<file path="config.mk">
export PLATFORM = sky130hd
export DESIGN_NAME = panel_input_conditioner
export DESIGN_NICKNAME = d
export VERILOG_FILES = /design/src/rtl/panel_input_conditioner.sv
export SDC_FILE = /design/constraint.sdc
export NUM_CORES = 1
export LEC_CHECK = 0
export CELL_PAD_IN_SITES_DETAIL_PLACEMENT = 0
export CELL_PAD_IN_SITES_GLOBAL_PLACEMENT = 1
export CORE_ASPECT_RATIO = 1.1
export CORE_UTILIZATION = 40
export DETAILED_ROUTE_END_ITERATION = 8
export PLACE_DENSITY = 0.7
export SLEW_MARGIN = 20
export SYNTH_ARGS = -nofsm -noshare
export SYNTH_HDL_FRONTEND = slang
export SYNTH_SLANG_ARGS = --single-unit
</file>
<file path="constraint.sdc">
create_clock -name clk -period 2.6 [get_ports clk]
set_clock_uncertainty 0.05 [all_clocks]
set_input_delay 0.39 -clock clk [delete_from_list [all_inputs] [get_ports clk]]
set_output_delay 0.39 -clock clk [all_outputs]
set_load 0.1 [all_outputs]
</file>
<file path="src/rtl/panel_input_conditioner.sv">
// Button front end for the chroma path: sync + debounce, mode FSM, step pulses; all outputs registered.
// Optional hold-to-repeat on the step buttons is built only when AUTOREPEAT_EN is defined.
module panel_input_conditioner #(
  parameter int DEB_CYCLES = 500000,
  parameter int REP_DELAY  = 25000000,
  parameter int REP_PERIOD = 5000000
) (
  input  logic clk,
  input  logic reset_n,
  input  logic btn_up,
  input  logic btn_down,
  input  logic btn_mode,
  output logic Tono,
  output logic color,
  output logic LP,
  output logic UP,
  output logic down
);

  localparam int CW = $clog2(DEB_CYCLES + 1);
  localparam logic [CW-1:0] DEB_LAST = CW'(DEB_CYCLES - 1);

  typedef enum logic [1:0] {S_IDLE, S_TONE, S_COLOR_L, S_COLOR_P} state_t;

  // Bit order everywhere: [0]=up, [1]=down, [2]=mode.
  logic [2:0]    w_raw;
  logic [2:0]    r_s1, r_s2, r_deb, r_deb_d;
  logic [CW-1:0] r_cnt [3];
  logic [2:0]    w_press;
  state_t        r_state, w_state_nxt;
  logic          w_up_ev, w_dn_ev, w_mode_ev;
  logic          w_step_ok, w_up_step, w_dn_step;
  logic          w_up_rep, w_dn_rep;
  logic          r_tono, r_color, r_lp, r_up, r_down;

  assign w_raw = {btn_mode, btn_down, btn_up};

  always_ff @(posedge clk or negedge reset_n) begin
    if (!reset_n) begin
      r_s1    <= '0;
      r_s2    <= '0;
      r_deb   <= '0;
      r_deb_d <= '0;
      for (int i = 0; i < 3; i++) r_cnt[i] <= '0;
    end else begin
      r_s1    <= w_raw;
      r_s2    <= r_s1;
      r_deb_d <= r_deb;
      for (int i = 0; i < 3; i++) begin
        if (r_s2[i] == r_deb[i]) begin
          r_cnt[i] <= '0;
        end else if (r_cnt[i] == DEB_LAST) begin
          r_deb[i] <= r_s2[i];
          r_cnt[i] <= '0;
        end else begin
          r_cnt[i] <= r_cnt[i] + 1'b1;
        end
      end
    end
  end

  assign w_press   = r_deb & ~r_deb_d;
  assign w_up_ev   = w_press[0];
  assign w_dn_ev   = w_press[1];
  assign w_mode_ev = w_press[2];

  always_comb begin
    w_state_nxt = r_state;
    if (w_mode_ev) begin
      case (r_state)
        S_IDLE:    w_state_nxt = S_TONE;
        S_TONE:    w_state_nxt = S_COLOR_L;
        S_COLOR_L: w_state_nxt = S_COLOR_P;
        default:   w_state_nxt = S_IDLE;
      endcase
    end
  end

  // A mode press wins over a coincident step press; opposing step presses cancel.
  assign w_step_ok = (r_state != S_IDLE) && !w_mode_ev;
  assign w_up_step = w_step_ok && w_up_ev && !w_dn_ev;
  assign w_dn_step = w_step_ok && w_dn_ev && !w_up_ev;

`ifdef AUTOREPEAT_EN
  logic [31:0] r_rep_cnt;
  logic        r_rep_act, r_rep_first, r_rep_dir;
  logic        w_rep_hold, w_rep_fire;
  logic [31:0] w_rep_lim;

  // Repeat stays armed only while its own button alone is held in an active mode.
  assign w_rep_hold = r_rep_act && (r_state != S_IDLE) && !w_mode_ev &&
                      (r_rep_dir ? (r_deb[0] && !r_deb[1]) : (r_deb[1] && !r_deb[0]));
  assign w_rep_lim  = r_rep_first ? 32'(REP_DELAY - 1) : 32'(REP_PERIOD - 1);
  assign w_rep_fire = w_rep_hold && (r_rep_cnt == w_rep_lim);
  assign w_up_rep   = w_rep_fire && r_rep_dir;
  assign w_dn_rep   = w_rep_fire && !r_rep_dir;

  always_ff @(posedge clk or negedge reset_n) begin
    if (!reset_n) begin
      r_rep_cnt   <= '0;
      r_rep_act   <= 1'b0;
      r_rep_first <= 1'b0;
      r_rep_dir   <= 1'b0;
    end else if (w_up_step || w_dn_step) begin
      r_rep_cnt   <= '0;
      r_rep_act   <= 1'b1;
      r_rep_first <= 1'b1;
      r_rep_dir   <= w_up_step;
    end else if (!w_rep_hold) begin
      r_rep_cnt   <= '0;
      r_rep_act   <= 1'b0;
    end else if (w_rep_fire) begin
      r_rep_cnt   <= '0;
      r_rep_first <= 1'b0;
    end else begin
      r_rep_cnt   <= r_rep_cnt + 32'd1;
    end
  end
`else
  assign w_up_rep = 1'b0;
  assign w_dn_rep = 1'b0;
`endif

  always_ff @(posedge clk or negedge reset_n) begin
    if (!reset_n) begin
      r_state <= S_IDLE;
      r_tono  <= 1'b0;
      r_color <= 1'b0;
      r_lp    <= 1'b0;
      r_up    <= 1'b0;
      r_down  <= 1'b0;
    end else begin
      r_state <= w_state_nxt;
      r_tono  <= (w_state_nxt == S_TONE);
      r_color <= (w_state_nxt == S_COLOR_L) || (w_state_nxt == S_COLOR_P);
      r_lp    <= (w_state_nxt == S_COLOR_L);
      r_up    <= w_up_step || w_up_rep;
      r_down  <= w_dn_step || w_dn_rep;
    end
  end

  assign Tono  = r_tono;
  assign color = r_color;
  assign LP    = r_lp;
  assign UP    = r_up;
  assign down  = r_down;

endmodule

</file>
# --- Word level (Yosys, flattened, before mapping) ---
# Cells that the tools add are included.
totals:
  elab_cells: 56
  output_inout_bits: 5
  ff_bits: 76
  in_bits: 5
classes:
  muxes: 8
  reduce_logical: 14
  n_eq_ne: 11
  bitwise: 5
  n_addsub: 3
ops:
  columns: ["op", "n"]
  rows:
  - ["19-bit 2-to-1 mux", 6]
  - ["19-bit by 1-bit adder with 19-bit output, second input constant", 3]
  - ["19-bit equality test, second input constant", 3]
  - ["2-bit equality test, second input constant", 3]
  - ["2-bit case mux with 3 select lines", 1]
  - ["2-bit AND reduction", 3]
  - ["1-bit logical AND", 5]
  - ["2-bit by 1-bit equality test with 1-bit output, second input constant", 2]
  - ["3-bit bitwise AND", 1]
  - ["1-bit equality test", 3]
  - ["1-bit logical NOT", 3]
  - ["1-bit NOT", 3]
  - ["3-bit NOT", 1]
  - ["2-bit logical NOT", 1]
  - ["2-bit 2-to-1 mux", 1]
  - ["2-bit nonzero test", 1]
  - ["1-bit logical OR", 1]

# --- Logic depth before layout (Yosys ltp) ---
logic_depth:
  ltp_word: 6
  depth_mapped: 7
  ltp_nobuf: 5

# --- Least setup slack after synthesis ---
# OpenSTA, ideal clock, no wires.
synth_timing:
  path_kind: "register -> register"
  startpoint: "register r_cnt[12] (netlist name)"
  endpoint: "register r_deb[2]"
  path_stages_with_launch: 5
  path_slack_ps: 566
  t_arrival_ps: 1860
  period_less_slack_ps: 2034
  n_path_buf: 0
  setup_time_ps: 125
  t_required_ps: 2425
  cell_sequence: "dfrtp_1 -> or4_1 -> or4_4 -> nor2_1 -> mux2_2"
synth_via:
  elab_chain_len: 2
synth_lines:
  columns: ["element", "line_no", "text"]
  rows:
  - ["start: declaration", "28", "logic [CW-1:0] r_cnt [3];"]
  - ["start signal: indexed assignment", "56", "r_cnt[i] <= r_cnt[i] + 1'b1;"]
  - ["19-bit equality test", "52", "end else if (r_cnt[i] == DEB_LAST) begin"]
  - ["2-bit AND reduction (no line)", null, null]
  - ["end signal: indexed assignment", "53", "r_deb[i] <= r_s2[i];"]
  - ["end: declaration", "27", "logic [2:0] r_s1, r_s2, r_deb, r_deb_d;"]
# Every way passes these cells.
# A chain may end at the register's enable or synchronous reset.

# --- Final worst setup path ---
layout_timing:
  startpoint: "register r_cnt[12] (netlist name)"
  endpoint: "register r_cnt[7] (netlist name)"
layout_via:
  elab_chain_len: 3
layout_lines:
  columns: ["element", "line_no", "text"]
  rows:
  - ["19-bit equality test", "52", null]
  - ["19-bit 2-to-1 mux", "52", null]
  - ["19-bit 2-to-1 mux", "50", "if (r_s2[i] == r_deb[i]) begin"]
# Every way passes these cells.

==> flow_metrics.py <==
metrics = {
    "status": {
        "status": "finished, final reports clean",
    },
    "floorplanning": {
        "die_w_um": 90.6,
        "die_y_um": 99.4,
        "ios": 10,
        "rows": 35,
        "die-area_um2": 9000,
        "initial_core_util_pct": 41.3,
        "core_um2": 8360,
    },
    "global_route": {
        "grt_pass1_vias": 2345,
        "antenna_found_initial": 0,
        "grt_first_pass_wirelength_mm": 10.8,
        "grt_start_max_net_pins": 77,
        "grt_usage_pct": 15.2,
        "gr-total-overflow": 0,
    },
    "place": {
        "hpwlAfterDp_mm": 4.07,
        "port_buffers": 9,
        "place.gp.congestion": 0.740,
        "dp_cells": 444,
    },
    "detailed_routing": {
        "vias": 2381,
        "ant_nets": 0,
        "route.detailed.drc": 0,
        "wl_mm": 6.08,
        "post_drt_wl_per_cell_um": 13.3,
        "first_pass_iters": 4,
        "drt_iter0_markers": 99,
        "vias_per_cell": 5.21,
    },
    "sta": {
        "hold_violations": 0,
        "rsz0062_at_grt": "no",
        "post-route-period-util_pct": 85.7,
        "finalSetupViolations": 0,
        "slew_headroom_pct": 38.0,
        "worstMarginPinSlew_ns": 0.930,
        "max_freq_mhz": 449,
        "tns_ns": 0,
        "drv_slew": 0,
        "fin_crit_ns": 2.23,
    },
    "synthesis": {
        "netlist.area_leader.share_pct": 55.1,
        "synthTopCellsByArea": "dfrtp_1 (55%), xor2_1 (6.3%), nor2_1 (5.2%)",
        "syn-instance-count": 328,
        "synth_area_um2": 3450,
        "synth_seq_cells": 76,
        "seq_area_frac_synth_pct": 55.1,
        "yosysTopAreaCell": "dfrtp_1",
        "syn_nets": 338,
        "yosys_warnings": 0,
        "avgSynthCellArea_um2": 10.5,
        "synth.distinct_cells": 35,
    },
    "power_and_ir_drop": {
        "ir_drop_uv": 229,
        "power.density_nw_per_um2": 553,
        "leakagePower_nw": 1.61,
    },
    "cts": {
        "cts_max_level": 3,
        "cts_tree": "done",
        "cts_hold_buf": 0,
        "path_clk_slew_ns": 0.07,
        "cts-root-buf": "clkbuf_8",
        "post_cts_buffers": 0,
        "clk_path_buf_depth": 2,
        "numCtsBuffers": 9,
        "clkLatencyLatePin_ns": 0.33,
        "post_cts_resized": 0,
        "cts_sinks": 76,
    },
    "worst_setup_path": {
        "rr_worst_depth": 4,
        "worst_setup_path_end_kind": "flip-flop",
        "crit_required_ns": 2.75,
        "crit_arrival_ns": 2.38,
        "path_max_fanout": 18,
        "crit_type": "flip-flop to flip-flop",
        "cp-start-kind": "flip-flop",
    },
    "layout": {
        "drive_above_1_share_pct": 9.25,
        "fillCellCount": 799,
        "stdcell_count": 457,
        "nets": 354,
        "seqCellArea_um2": 1900,
        "antenna_cells": 0,
        "multi_input_area_um2": 1470,
        "syn_to_final_growth_pct": 11.0,
    },
    "flow_run": {
        "cap_violations": 0,
    },
    "worst_hold_path": {
        "min_path_type": "input pin to asynchronous set/reset pin",
    },
}
## placed cells by master (no fill, tap or decap), drive strengths merged, types with 2 or more instances in the layout
cell type / instances
xor2: 25
o21ai: 11
xnor2: 16
or3: 5
clkdlybuf4s50: 3
nor4: 7
nand2: 17
dfrtp: 76
or4: 8
nor2b: 4
clkbuf: 10
clkinv: 2
nor2: 48
a31o: 2
nand4: 21
ha: 5
mux2: 3
inv: 11
nand3: 17
o31ai: 6
and3: 3
nor3: 5
a21oi: 13
and2: 4
buf: 10
and4: 7
## cell families after synthesis
| family | count (synthesis) | synth area share (%) |
|---|---|---|
| adders and majority gates | 5 | 1.81 |
| AOI/OAI and AO/OA | 33 | 6.09 |
| buffers and inverters | 19 | 2.43 |
| and+or+nand+nor | 151 | 23.2 |
| xor gates and xnor gates | 41 | 10.4 |
| DFF | 76 | 55.1 |
| muxes | 3 | 0.979 |
## Yosys cell counts, drive strengths merged
library cell and number:
nand2 17, inv 11, nor2b 4, nor2 48
buf 3, and3 3, nand4bb 1, o31ai 6
a31o 2, or4 8, nor4bb 1, nor4 7
nand2b 1, nand3 17, xnor2 16, nor3 5
dfrtp 76, nand4 21, o21ai 11, or3 5
or3b 1, and4 7, xor2 25, o41ai 1
nor4b 1, mux2 3, ha 5, and2 4
clkbuf 5, a21oi 13
## power breakdown
group          internal, mW  total [mW]  leakage (nW)  switching (mW)
clock network         0.450       0.839        0.0939           0.388
registers              1.20        1.21          1.04          0.0140
logic                0.0209      0.0676         0.472          0.0467
## sequential cells by signal, indices dropped and copies added (netlist names)
register  cells
r_cnt        57
r_deb_d       3
r_s2          3
down          1
r_s1          3
r_deb         3
UP            1
r_state       2
color         1
Tono          1
LP            1
## final timing paths
path,start,endpoint,slack (ns)
min,reset_n,r_cnt[49]$_DFF_PN0_,0.14
min in group clk,r_s1[2]$_DFF_PN0_,r_s2[2]$_DFF_PN0_,0.31
max in group asynchronous,reset_n,r_cnt[31]$_DFF_PN0_,1.76
max reg2reg,r_cnt[12]$_DFF_PN0_,r_cnt[7]$_DFF_PN0_,0.37
max,r_cnt[12]$_DFF_PN0_,r_cnt[7]$_DFF_PN0_,0.37
min reg2reg,r_s1[2]$_DFF_PN0_,r_s2[2]$_DFF_PN0_,0.31
## final cells by class
cell class | instances | area share, %
clock buffers | 10 | 3.59
clock inverters | 3 | 1.05
inverters | 11 | 1.08
multi-input cells | 233 | 38.3
flip-flops and latches | 76 | 49.7
well taps | 111 | 3.63
repair buffers | 13 | 2.74
## metal layers
layer	global-route usage, %	vias up	wire, um
met3	3.06	12	106
met5	0	-	0
li1	-	1186	-
met1	19.5	1165	2970
met2	24.4	18	2850
met4	7.69	0	151
## per-stage QoR
step | utilization [%] | setup WS [ns] | area (um^2) | hold WS [ns] | total power [mW]
2_1_floorplan | - | 0.566 | 3450 | 0.0444 | 1.27
3_3_place_gp | 43.7 | 0.414 | 3650 | 0.287 | 1.30
3_5_place_dp | 43.7 | 0.361 | 3650 | 0.294 | 1.31
4_1_cts | 45.8 | 0.354 | 3830 | 0.194 | 2.16
5_1_grt | 45.8 | 0.236 | 3830 | 0.230 | 2.23
6_report | 45.8 | 0.372 | 3830 | 0.138 | 2.12
## worst max-delay path: stages (launching register included)
cell and delay [ns]:
dfrtp_1 0.44, or4_1 0.52, or4_4 0.55, o21ai_4 0.42, nor2_1 0.11
Power figures use the tool's default switching activity.
